**src/rtl/fir_decim_buf.sv**
```systemverilog
// fir_decim_buf
//   Decimator plus first-word-fall-through sample buffer sitting behind a FIR.
//   Every VIN cycle advances a phase counter. Only the sample taken at phase 0
//   is kept, so one sample in every DEC_eff samples is kept (DEC_eff = max(DEC,1)).
//   Kept samples enter a DEPTH-entry FIFO unchanged and are drained with a
//   VOUT/READY handshake. The FIR cannot be stalled. A kept sample that finds
//   the FIFO full, with no pop in the same cycle, is dropped and raises the
//   sticky OVF flag.
//
// Ports
//   CLK      in   clock, rising edge
//   RST_n    in   asynchronous active-low reset
//   DIN      in   DW-bit signed FIR sample
//   VIN      in   DIN valid (no backpressure)
//   DEC      in   4-bit decimation factor, 0 behaves as 1
//   DOUT     out  head-of-FIFO sample, 0 while VOUT=0
//   VOUT     out  FIFO not empty
//   READY    in   consumer takes DOUT on an edge where VOUT=1
//   LEVEL    out  FIFO occupancy, 0..DEPTH
//   OVF      out  sticky overflow flag
//   CLR_OVF  in   synchronous OVF clear (a same-cycle overflow takes priority)

module fir_decim_buf #(
    parameter int DW    = 13,
    parameter int DEPTH = 8
) (
    input  logic                    CLK,
    input  logic                    RST_n,
    input  logic signed [DW-1:0]    DIN,
    input  logic                    VIN,
    input  logic [3:0]              DEC,
    output logic signed [DW-1:0]    DOUT,
    output logic                    VOUT,
    input  logic                    READY,
    output logic [$clog2(DEPTH):0]  LEVEL,
    output logic                    OVF,
    input  logic                    CLR_OVF
);

    localparam int AW = $clog2(DEPTH);
    localparam int LW = AW + 1;

    // ------------------------------------------------------------------
    // Decimation phase
    // ------------------------------------------------------------------
    logic [3:0] dec_r;
    logic [3:0] ph;
    logic [3:0] ph_nxt;
    logic [3:0] dec_sel;
    logic [3:0] dec_eff;
    logic [3:0] ph_base;
    logic       dec_chg;
    logic       keep;

    always_comb begin
        dec_chg = (DEC != dec_r);
        // A factor change takes effect in the same cycle. Phase restarts at 0,
        // so a sample arriving in that cycle is kept.
        dec_sel = dec_chg ? DEC : dec_r;
        dec_eff = (dec_sel == 4'd0) ? 4'd1 : dec_sel;
        ph_base = dec_chg ? 4'd0 : ph;
        keep    = VIN && (ph_base == 4'd0);
        ph_nxt  = ph_base;
        if (VIN) begin
            if (ph_base >= dec_eff - 4'd1)
                ph_nxt = 4'd0;
            else
                ph_nxt = ph_base + 4'd1;
        end
    end

    always_ff @(posedge CLK or negedge RST_n) begin
        if (!RST_n) begin
            dec_r <= 4'd1;
            ph    <= 4'd0;
        end else begin
            dec_r <= DEC;
            ph    <= ph_nxt;
        end
    end

    // ------------------------------------------------------------------
    // FIFO
    // ------------------------------------------------------------------
    logic signed [DW-1:0] mem [DEPTH];
    logic [AW-1:0]        wr_ptr;
    logic [AW-1:0]        rd_ptr;
    logic [LW-1:0]        count;
    logic                 full;
    logic                 pop;
    logic                 push;
    logic                 ovf_evt;

    always_comb begin
        full    = (count == LW'(DEPTH));
        VOUT    = (count != '0);
        pop     = VOUT && READY;
        // When the FIFO is full, a pop in the same cycle frees the slot the new sample needs.
        push    = keep && (!full || pop);
        ovf_evt = keep && full && !pop;
        DOUT    = VOUT ? mem[rd_ptr] : '0;
        LEVEL   = count;
    end

    // Storage has no reset. The empty flag gates every read.
    always_ff @(posedge CLK) begin
        if (push)
            mem[wr_ptr] <= DIN;
    end

    // DEPTH is a power of two, so the pointers wrap on their own.
    always_ff @(posedge CLK or negedge RST_n) begin
        if (!RST_n) begin
            wr_ptr <= '0;
            rd_ptr <= '0;
            count  <= '0;
        end else begin
            if (push)
                wr_ptr <= wr_ptr + AW'(1);
            if (pop)
                rd_ptr <= rd_ptr + AW'(1);
            case ({push, pop})
                2'b10:   count <= count + LW'(1);
                2'b01:   count <= count - LW'(1);
                default: count <= count;
            endcase
        end
    end

    // A set and a clear in the same cycle leave OVF at 1.
    always_ff @(posedge CLK or negedge RST_n) begin
        if (!RST_n)
            OVF <= 1'b0;
        else if (ovf_evt)
            OVF <= 1'b1;
        else if (CLR_OVF)
            OVF <= 1'b0;
    end

endmodule

```
**config.mk**
```make
export PLATFORM = sky130hd
export DESIGN_NAME = fir_decim_buf
export DESIGN_NICKNAME = d
export VERILOG_FILES = /design/src/rtl/fir_decim_buf.sv
export SDC_FILE = /design/constraint.sdc
export NUM_CORES = 1
export LEC_CHECK = 0
export ABC_AREA = 1
export CORE_ASPECT_RATIO = 0.9
export CORE_MARGIN = 1
export CORE_UTILIZATION = 37
export DETAILED_ROUTE_END_ITERATION = 12
export GPL_ROUTABILITY_DRIVEN = 0
export HOLD_SLACK_MARGIN = 0.03
export PLACE_DENSITY_LB_ADDON = 0.15
export SLEW_MARGIN = 5
export SYNTH_ARGS = -nofsm -noshare
export SYNTH_HDL_FRONTEND = slang
export SYNTH_SLANG_ARGS = --single-unit
```
**constraint.sdc**
```tcl
create_clock -name CLK -period 6.5 [get_ports CLK]
set_input_delay 1.625 -clock CLK [delete_from_list [all_inputs] [get_ports CLK]]
set_output_delay 1.625 -clock CLK [all_outputs]
set_load 0.01 [all_outputs]
```
Word-level counts from Yosys, hierarchy flattened
Memory sizes are Yosys's and may differ from the RTL's.
Index checks and enable logic that the tools add are counted.
{"block": "totals", "mem_count": 1, "ff_bits": 19, "ram_bits": 104, "inputBits": 22, "word_cells": 42}
{"name": "mem", "words": 8, "word_bits": 13, "rd": 1, "rd_ports_with_merged_regs": 0, "wr": 1, "line_no": "85", "source": "logic signed [DW-1:0] mem [DEPTH];"}
{"block": "classes", "magnitude_cmp": 1, "n_reduce_logical": 13, "eq_ne": 4, "muxes": 11, "add_sub_neg": 6}
{"operator": "4-bit two-way mux", "n": 5}
{"operator": "13-bit two-way mux", "n": 1}
{"operator": "4-bit by 1-bit adder with 4-bit output (second input constant)", "n": 2}
{"operator": "4-bit logical NOT", "n": 2}
{"operator": "4-bit case mux with 2 select lines", "n": 1}
{"operator": "4-bit by 1-bit subtractor with 4-bit output (second input constant)", "n": 2}
{"operator": "3-bit by 1-bit adder with 3-bit output (second input constant)", "n": 2}
{"operator": "1-bit logical AND", "n": 5}
{"operator": "4-bit == test (second input constant)", "n": 1}
{"operator": "4-bit >= comparator", "n": 1}
{"operator": "1-bit two-way mux", "n": 4}
{"operator": "4-bit != test", "n": 1}
{"operator": "2-bit nonzero test", "n": 2}
{"operator": "4-bit nonzero test", "n": 1}
{"operator": "2-bit by 1-bit == test with 1-bit output (second input constant)", "n": 1}
{"operator": "2-bit == test (second input constant)", "n": 1}
{"operator": "1-bit logical NOT", "n": 2}
{"operator": "1-bit logical OR", "n": 1}

Logic depth before layout (Yosys ltp)
Gate-level depths: netlist of run 1.
{"block": "depth", "word_depth": 8, "depth_mapped": 17, "ltp_nobuf": 17}

Least setup slack after synthesis of run 1
No wires, ideal clock.
{"block": "synth_timing", "kind": "input to register", "startpoint": "in DEC[0]", "endpoint": "reg count[3], in the netlist LEVEL[3]", "path_stages": 17, "setup_slack_ps": 2715, "required_time_ps": 6375, "t_arrival_ps": 3661, "path_cell_list": "inv_1 nand2_1 nand2_1 nor2_4 nand3_1 ha_1 nand2_1 inv_1 nand2_2 nor2_8 nand2_8 ha_1 ha_1 a21oi_1 o21ai_0 xor2_1 mux2_2"}
{"block": "synth_via", "elab_chain_cells": 7}
{"element": "start, declared", "line_no": "31", "source": "input logic [3:0] DEC,"}
{"element": "4-bit != test *", "line_no": "56", "source": "dec_chg = (DEC != dec_r);"}
{"element": "4-bit two-way mux *", "line_no": "61", "source": "ph_base = dec_chg ? 4'd0 : ph;"}
{"element": "4-bit logical NOT *", "line_no": "62", "source": "keep = VIN && (ph_base == 4'd0);"}
{"element": "1-bit logical AND *", "line_no": "62"}
{"element": "1-bit logical AND *", "line_no": "99", "source": "push = keep && (!full || pop);"}
{"element": "2-bit by 1-bit == test with 1-bit output or 2-bit == test (tied branches)", "line_no": "122", "source": "case ({push, pop})"}
{"element": "4-bit case mux with 2 select lines or 2-bit nonzero test (tied branches)"}
{"element": "end signal, assigned", "line_no": "123", "source": "2'b10: count <= count + LW'(1);"}
{"element": "end signal, assigned", "line_no": "124", "source": "2'b01: count <= count - LW'(1);"}
{"element": "end signal, assigned", "line_no": "125", "source": "default: count <= count;"}
{"element": "end, declared", "line_no": "88", "source": "logic [LW-1:0] count;"}
Mark *: on every way between the ends. The rest lies on a longest branch, timed or not.
A chain may end at the register's enable or synchronous reset.

Final worst setup path of run 1
{"block": "layout_timing", "startpoint": "reg rd_ptr[0]", "endpoint": "out DOUT[9]"}
{"block": "layout_via", "elab_chain_cells": 2}
{"element": "start, declared", "line_no": "87", "source": "logic [AW-1:0] rd_ptr;"}
{"element": "start signal, assigned", "line_no": "121", "source": "rd_ptr <= rd_ptr + AW'(1);"}
{"element": "memory read 8 x 13 bit"}
{"element": "13-bit two-way mux", "line_no": "101", "source": "DOUT = VOUT ? mem[rd_ptr] : '0;"}
{"element": "end, declared", "line_no": "32", "source": "output logic signed [DW-1:0] DOUT,"}
Every way passes these cells.

==> results of run 1 <==
## worst min-delay path by stage
stage / endpoint / from / depth (start not counted)
detailed placement: LEVEL[0] / LEVEL[0] / 1
floorplan: LEVEL[0] / LEVEL[0] / 1
global placement: LEVEL[0] / LEVEL[0] / 1
finish: LEVEL[0] / LEVEL[0] / 1
CTS: LEVEL[0] / LEVEL[0] / 1
global route: LEVEL[0] / LEVEL[0] / 1
## power breakdown
part / switching [µW] / internal [µW] / leakage (µW)
Sequential: 48.9 / 980 / 0.00118
Combinational: 600 / 401 / 0.000971
Clock: 306 / 668 / 0.000299
Total: 955 / 2050 / 0.00245
## state kept, by name (all words and copies together) (netlist names)
register,count
OVF,1
ph,4
dec_r,4
mem,104
rd_ptr,3
wr_ptr,3
LEVEL,4
## cells by family after synthesis
| logic type | after synthesis |
|---|---|
| AND/OR/NAND/NOR | 165 |
| flip-flops | 123 |
| AO/OA/AOI/OAI | 104 |
| buffers and inverters | 51 |
| adder cells (fa/ha/maj) | 13 |
| XOR/XNOR | 9 |
| multiplexers | 1 |
## cell type report
type,count,share of cell area (%)
clock buffers,19,6.594
clock inverters,11,2.687
inverters,30,1.715
multi-input cells,292,23.37
flip-flops and latches,123,54.83
well taps,193,3.678
repair buffers,49,7.128
## per-layer routing
| layer | track usage (%) | vias to the layer above |
|---|---|---|
| li1 | - | 1714 |
| met5 | 0 | - |
| met2 | 24.72 | 75 |
| met4 | 5.961 | 0 |
| met1 | 22.03 | 1586 |
| met3 | 4.709 | 12 |
## cell usage in the layout, fill, tap and decap left out, types with 2 or more instances in the layout
cell type and instances:
nor2_1 106, nand3_2 3, o21ai_0 78, dfrtp_1 18, clkinv_1 4, inv_1 26
buf_4 9, bufinv_16 5, edfxtp_1 104, clkbuf_1 2, nand3_1 8, clkinv_2 3
nor2_8 2, o21ai_1 5, nor2_4 2, a21oi_1 6, clkbuf_16 17, xnor2_1 3
nand2_2 5, xor2_1 6, a31oi_1 13, clkdlybuf4s50_1 40, ha_1 12, nand2_1 34
nand4_1 2, inv_2 3
## through the flow
step	hold WS, ps	util [%]	area, µm²
after floorplan	526.2	-	5348
after global placement	490.0	42.37	5956
after detailed placement	506.3	42.37	5956
after CTS	516.4	46.71	6565
after global routing	547.4	46.71	6565
final	503.3	46.71	6565
## critical path, stage by stage, from the launching register on
cell and delay, ps:
dfrtp_1 310, buf_4 480, inv_1 360, buf_4 360, o21ai_0 230, o21ai_0 110
o21ai_0 190, a31oi_1 100, clkdlybuf4s50_1 530
==> impl_metrics.toml, run 1 <==
[drt]
detail_route.wirelength_um = 10860
drtPass1Iterations = 4
wl_met3_um = 443
via_count = 3387
drt-wirelength-per-cell_um = 15.15
first_iter_violations = 321
postRouteAntennaNets = 0
drt_drc_violations_left = 0
detail_route.wirelength.met1_um = 5360
detailed_route_wirelength_on_metal2_um = 4914
drt-vias-per-instance = 4.724
uppermost_layer_routed = "met4"

[synth]
synth_common_cells = "106 x nor2_1, 104 x edfxtp_1, 78 x o21ai_0, 34 x nand2_1, 26 x inv_1"
synth_top_cells_by_area = "edfxtp_1 58%, dfrtp_1 8.4%, nor2_1 7.4%"
muxShareOfSynthArea_pct = 0.2106
synth_xor_area_share_pct = 1.474
synth.avg_cell_area_um2 = 11.48
synth_largest_area_cell = "edfxtp_1"
synth_top_family_by_area = "simple AND/OR/NAND/NOR gates"
asyncSetResetFlopFracSynth_pct = 15.45
yosys_warnings = 0
ys_seq_elements = 123
simple_gate_share_of_the_synthesized_area_pct = 13.71
synth-adder-area-share_pct = 3.182
synth_fp_nets = 501
synth_largest_type_area_fraction_pct = 58.40
synth.yosys.seq_area_share_pct = 67.31
synth.most_common_cell = "nor2_1"
synthDistinctLibCells = 32
syn_inst = 466
mappedNetlistArea_um2 = 5348
compound_gate_portion_of_the_synthesized_area_pct = 10.11
dominantRegCellSynth = "edfxtp_1"
synth-edff-count = 104

[final_layout]
insertedDiodeCount = 0
regArea_um2 = 3600
multiInputGateArea_um2 = 1534
syn_to_final_growth_pct = 22.77
n_fill_cell = 1289
num-nets-final = 548
drive_gt1_share_pct = 9.924
final_non_filler_cell_total = 717

[power]
power.leakage_uw = 0.002448
powerDensity_nw_per_um2 = 457.7
ir_worst_vdd_uv = 179.3
report.power.total_uw = 3005

[cts]
cts_inserted_buffers = 17
tritoncts = "yes"
clkLatencyLatePin_ps = 410
tritoncts_num_sinks = 123
postCtsSetupBuffers = 0
cts.htree.levels = 4
ctsRootBufferMaster = "clkbuf_16"
cts-resized-gates = 0
clockBufferDepth = 2
clkSlewWorstSetupHoldPaths_ps = 60
cts_hold_repair.buffers = 0

[global_route]
antenna_found_initial = 0
track_usage_pct = 16.21
grt_pass1_vias = 3318
first_pass_grt_wire_length_um = 17730
globalRoute.totalOverflow = 0
maximum_number_of_pins_on_one_net_before_global_route_repair = 56

[placed_design]
place.detailed.hpwl_um = 6522
pre_cts_slack_ps = 1934
numPlacedInstances = 687
io_buffers = 40

[floorplanning]
start_util_pct = 38.05
fp.coreArea_um2 = 14060
die-width_um = 128.7
ioPinCount = 41
rows = 41
fp.dieArea_um2 = 14940
chipHeight_um = 116.1

[critical_path]
worst-setup-path-type = "reg2out"
timing.critical_path.fanout_max = 55
regToRegEndpoint = "LEVEL[3]"
startpoint = "rd_ptr[0]"
timing.reg2reg.setup_slack_ps = 3640
critical_path.reg2reg.startpoint = "dec_r[0]"
reg2regPathDepth = 17
end_kind = "primary output"
worst-endpoint-required_ps = 4880
crit_arrival_ps = 3130
setup.worst_path.end = "DOUT[9]"
cp-start-kind = "flop"

[timing]
final.setup.tns_ps = 0
grt_setup_unrepaired = "false"
hold_violations = 0
final.setup_skew_ps = 8.591
setup_viol = 0
period_minus_slack_ps = 4757
maxSlewViolCount = 0
tightestPinTransition_ps = 1269
clock.fmax_mhz = 210.2
setup_slack_ps = 1743
slew_headroom_pct = 15.08
period_share_pct = 73.19

[min_path]
timing.hold.worst.class = "reg2reg"

[run_status]
run_status = "finished clean"

[flow_run]
max-cap-violations = 0
Note: power is estimated with default switching activity, not from simulation.
==> run 2: changes to the inputs <==
==> constraint.sdc (replaced) <==
create_clock -name CLK -period 4 [get_ports CLK]
set_input_delay 1 -clock CLK [delete_from_list [all_inputs] [get_ports CLK]]
set_output_delay 1 -clock CLK [all_outputs]
set_load 0.01 [all_outputs]
==> run 2 against run 1 <==
Effect of this change:
- worst setup slack got worse by 1400 ps
- core utilization increased by 0.098 points
- non-clock buffer count increased by 7
- wire length grew 2.8%
- die area unchanged
- design area up 0.21%
- via count up 3.0%
- hold slack lost 0.73 ps
- largest cell class unchanged
- highest routed layer unchanged
==> impl_metrics.toml, run 2 (synthesis results as in run 1) <==
[final_layout]
syn_to_final_growth_pct = 23.02
n_fill_cell = 1285
layout.cells.most_common_list = "106 x nor2_1, 104 x edfxtp_1, 78 x o21ai_0"
num-nets-final = 555
max_flop_register = "mem"
final_core_utilization_pct = 46.80
final_common_cell = "nor2_1"
insertedDiodeCount = 0
drive_gt1_share_pct = 10.69
largest_reg_flops = 104

[min_path]
min_delay_path_depth = 1
timing.hold.worst.class = "reg2reg"
holdCritStartpoint = "LEVEL[0]"
hold_end = "LEVEL[0]"

[critical_path]
worst-endpoint-required_ps = 3000
critical-path-top-cell-by-count = "inv_1"
critPathBufInv = 3
cp-start-kind = "flop"
path_delay_family = "buffers and inverters"
regToRegEndpoint = "LEVEL[3]"
timing.reg2reg.setup_slack_ps = 1130
timing.critical_path.cells = "inv_1, nand2_1, nor3_1, inv_1, o21ai_0, a31oi_1, clkdlybuf4s50_1"
end_kind = "primary output"
reg2regPathDepth = 17
critical_path.reg2reg.startpoint = "dec_r[0]"
worst-setup-path-type = "reg2out"
crit_slowest_cell = "clkdlybuf4s50_1"
timing.critical_path.fanout_max = 14
crit_arrival_ps = 2610
max_stage_delay_ps = 580

[drt]
drtPass1Iterations = 4
drt_drc_violations_left = 0
postRouteAntennaNets = 0
via_count = 3487
first_iter_violations = 265
drt-wirelength-per-cell_um = 15.38
detail_route.wirelength_um = 11170
drt-vias-per-instance = 4.803

[power]
ir_worst_vdd_uv = 398.5
power.leakage_uw = 0.002455
powerDensity_nw_per_um2 = 732.5

[cts]
tritoncts = "yes"
tritoncts_num_sinks = 123
postCtsSetupBuffers = 0
cts_inserted_buffers = 17
clkSlewWorstSetupHoldPaths_ps = 50
clockBufferDepth = 2
cts_hold_repair.buffers = 0
ctsRootBufferMaster = "clkbuf_16"
clkLatencyLatePin_ps = 410
cts-resized-gates = 0
cts.htree.levels = 4

[timing]
setup_viol = 0
period_minus_slack_ps = 3611
final.setup_skew_ps = 7.594
tightestPinTransition_ps = 943.0
hold_violations = 0
final.setup.tns_ps = 0
grt_setup_unrepaired = "false"
setup_slack_ps = 388.6
period_share_pct = 90.29
slew_headroom_pct = 36.94
clock.fmax_mhz = 276.9
maxSlewViolCount = 0

[placed_design]
io_buffers = 40
place.detailed.hpwl_um = 6679
pre_cts_slack_ps = 66.48

[global_route]
antenna_found_initial = 0
maximum_number_of_pins_on_one_net_before_global_route_repair = 33
grt_pass1_vias = 3405
globalRoute.totalOverflow = 0
track_usage_pct = 16.81
first_pass_grt_wire_length_um = 18120

[floorplanning]
start_util_pct = 38.05
ioPinCount = 41
rows = 41
die-width_um = 128.7
fp.dieArea_um2 = 14940
fp.coreArea_um2 = 14060
chipHeight_um = 116.1

[run_status]
run_status = "finished clean"

[flow_run]
max-cap-violations = 0
==> run 2: stage by stage <==
step / power (µW) / hold WS (ps) / area (µm²) / instances
after global routing: 5156 / 524.0 / 6579 / 726
final: 4819 / 502.6 / 6579 / 726
after CTS: 4879 / 505.6 / 6579 / 726
after global placement: 3361 / 489.3 / 6008 / 694
after floorplan: 2687 / 526.2 / 5348 / 466
after detailed placement: 3382 / 491.0 / 6008 / 694
==> run 2: metal layers <==
layer  global-route usage (%)  up-vias  wire (µm)
met3                    4.155       12        354
met5                        0        -          0
met1                    22.40     1684       5444
met4                    7.451        0        125
met2                    26.13       53       5242
li1                         -     1738          -
==> run 2: final cells by class <==
cell class	instances	area, µm²	share of cell area (%)
inverters	30	112.6	1.712
multi-input cells	292	1534	23.32
clock buffers	24	451.7	6.866
clock inverters	8	118.9	1.807
repair buffers	56	520.5	7.912
flip-flops and latches	123	3600	54.72
well taps	193	241.5	3.671
==> run 2: how the worst max path moves through the flow <==
stage / cells after the start / startpoint / slack, ps / to
finish: 7 / LEVEL[1] / 390 / DOUT[11]
global route: 7 / LEVEL[1] / 190 / DOUT[11]
CTS: 7 / LEVEL[1] / 350 / DOUT[11]
detailed placement: 18 / DEC[0] / 70 / LEVEL[3]
global placement: 18 / DEC[3] / 170 / LEVEL[3]
floorplan: 17 / DEC[0] / 840 / LEVEL[3]
==> run 2: where the power goes <==
part | switching, µW | internal [µW]
clock network | 510 | 973
registers | 88.1 | 1590
logic | 968 | 688
==> run 3: changes to the inputs <==
--- a/config.mk
+++ b/config.mk
@@ -9,6 +9,7 @@
 export CORE_ASPECT_RATIO = 0.9
 export CORE_MARGIN = 1
 export CORE_UTILIZATION = 37
+export CTS_CLUSTER_DIAMETER = 100
 export DETAILED_ROUTE_END_ITERATION = 12
 export GPL_ROUTABILITY_DRIVEN = 0
 export HOLD_SLACK_MARGIN = 0.03
==> results of run 3 <==
No change in the layout: final DEF, timing and power equal those of run 2.
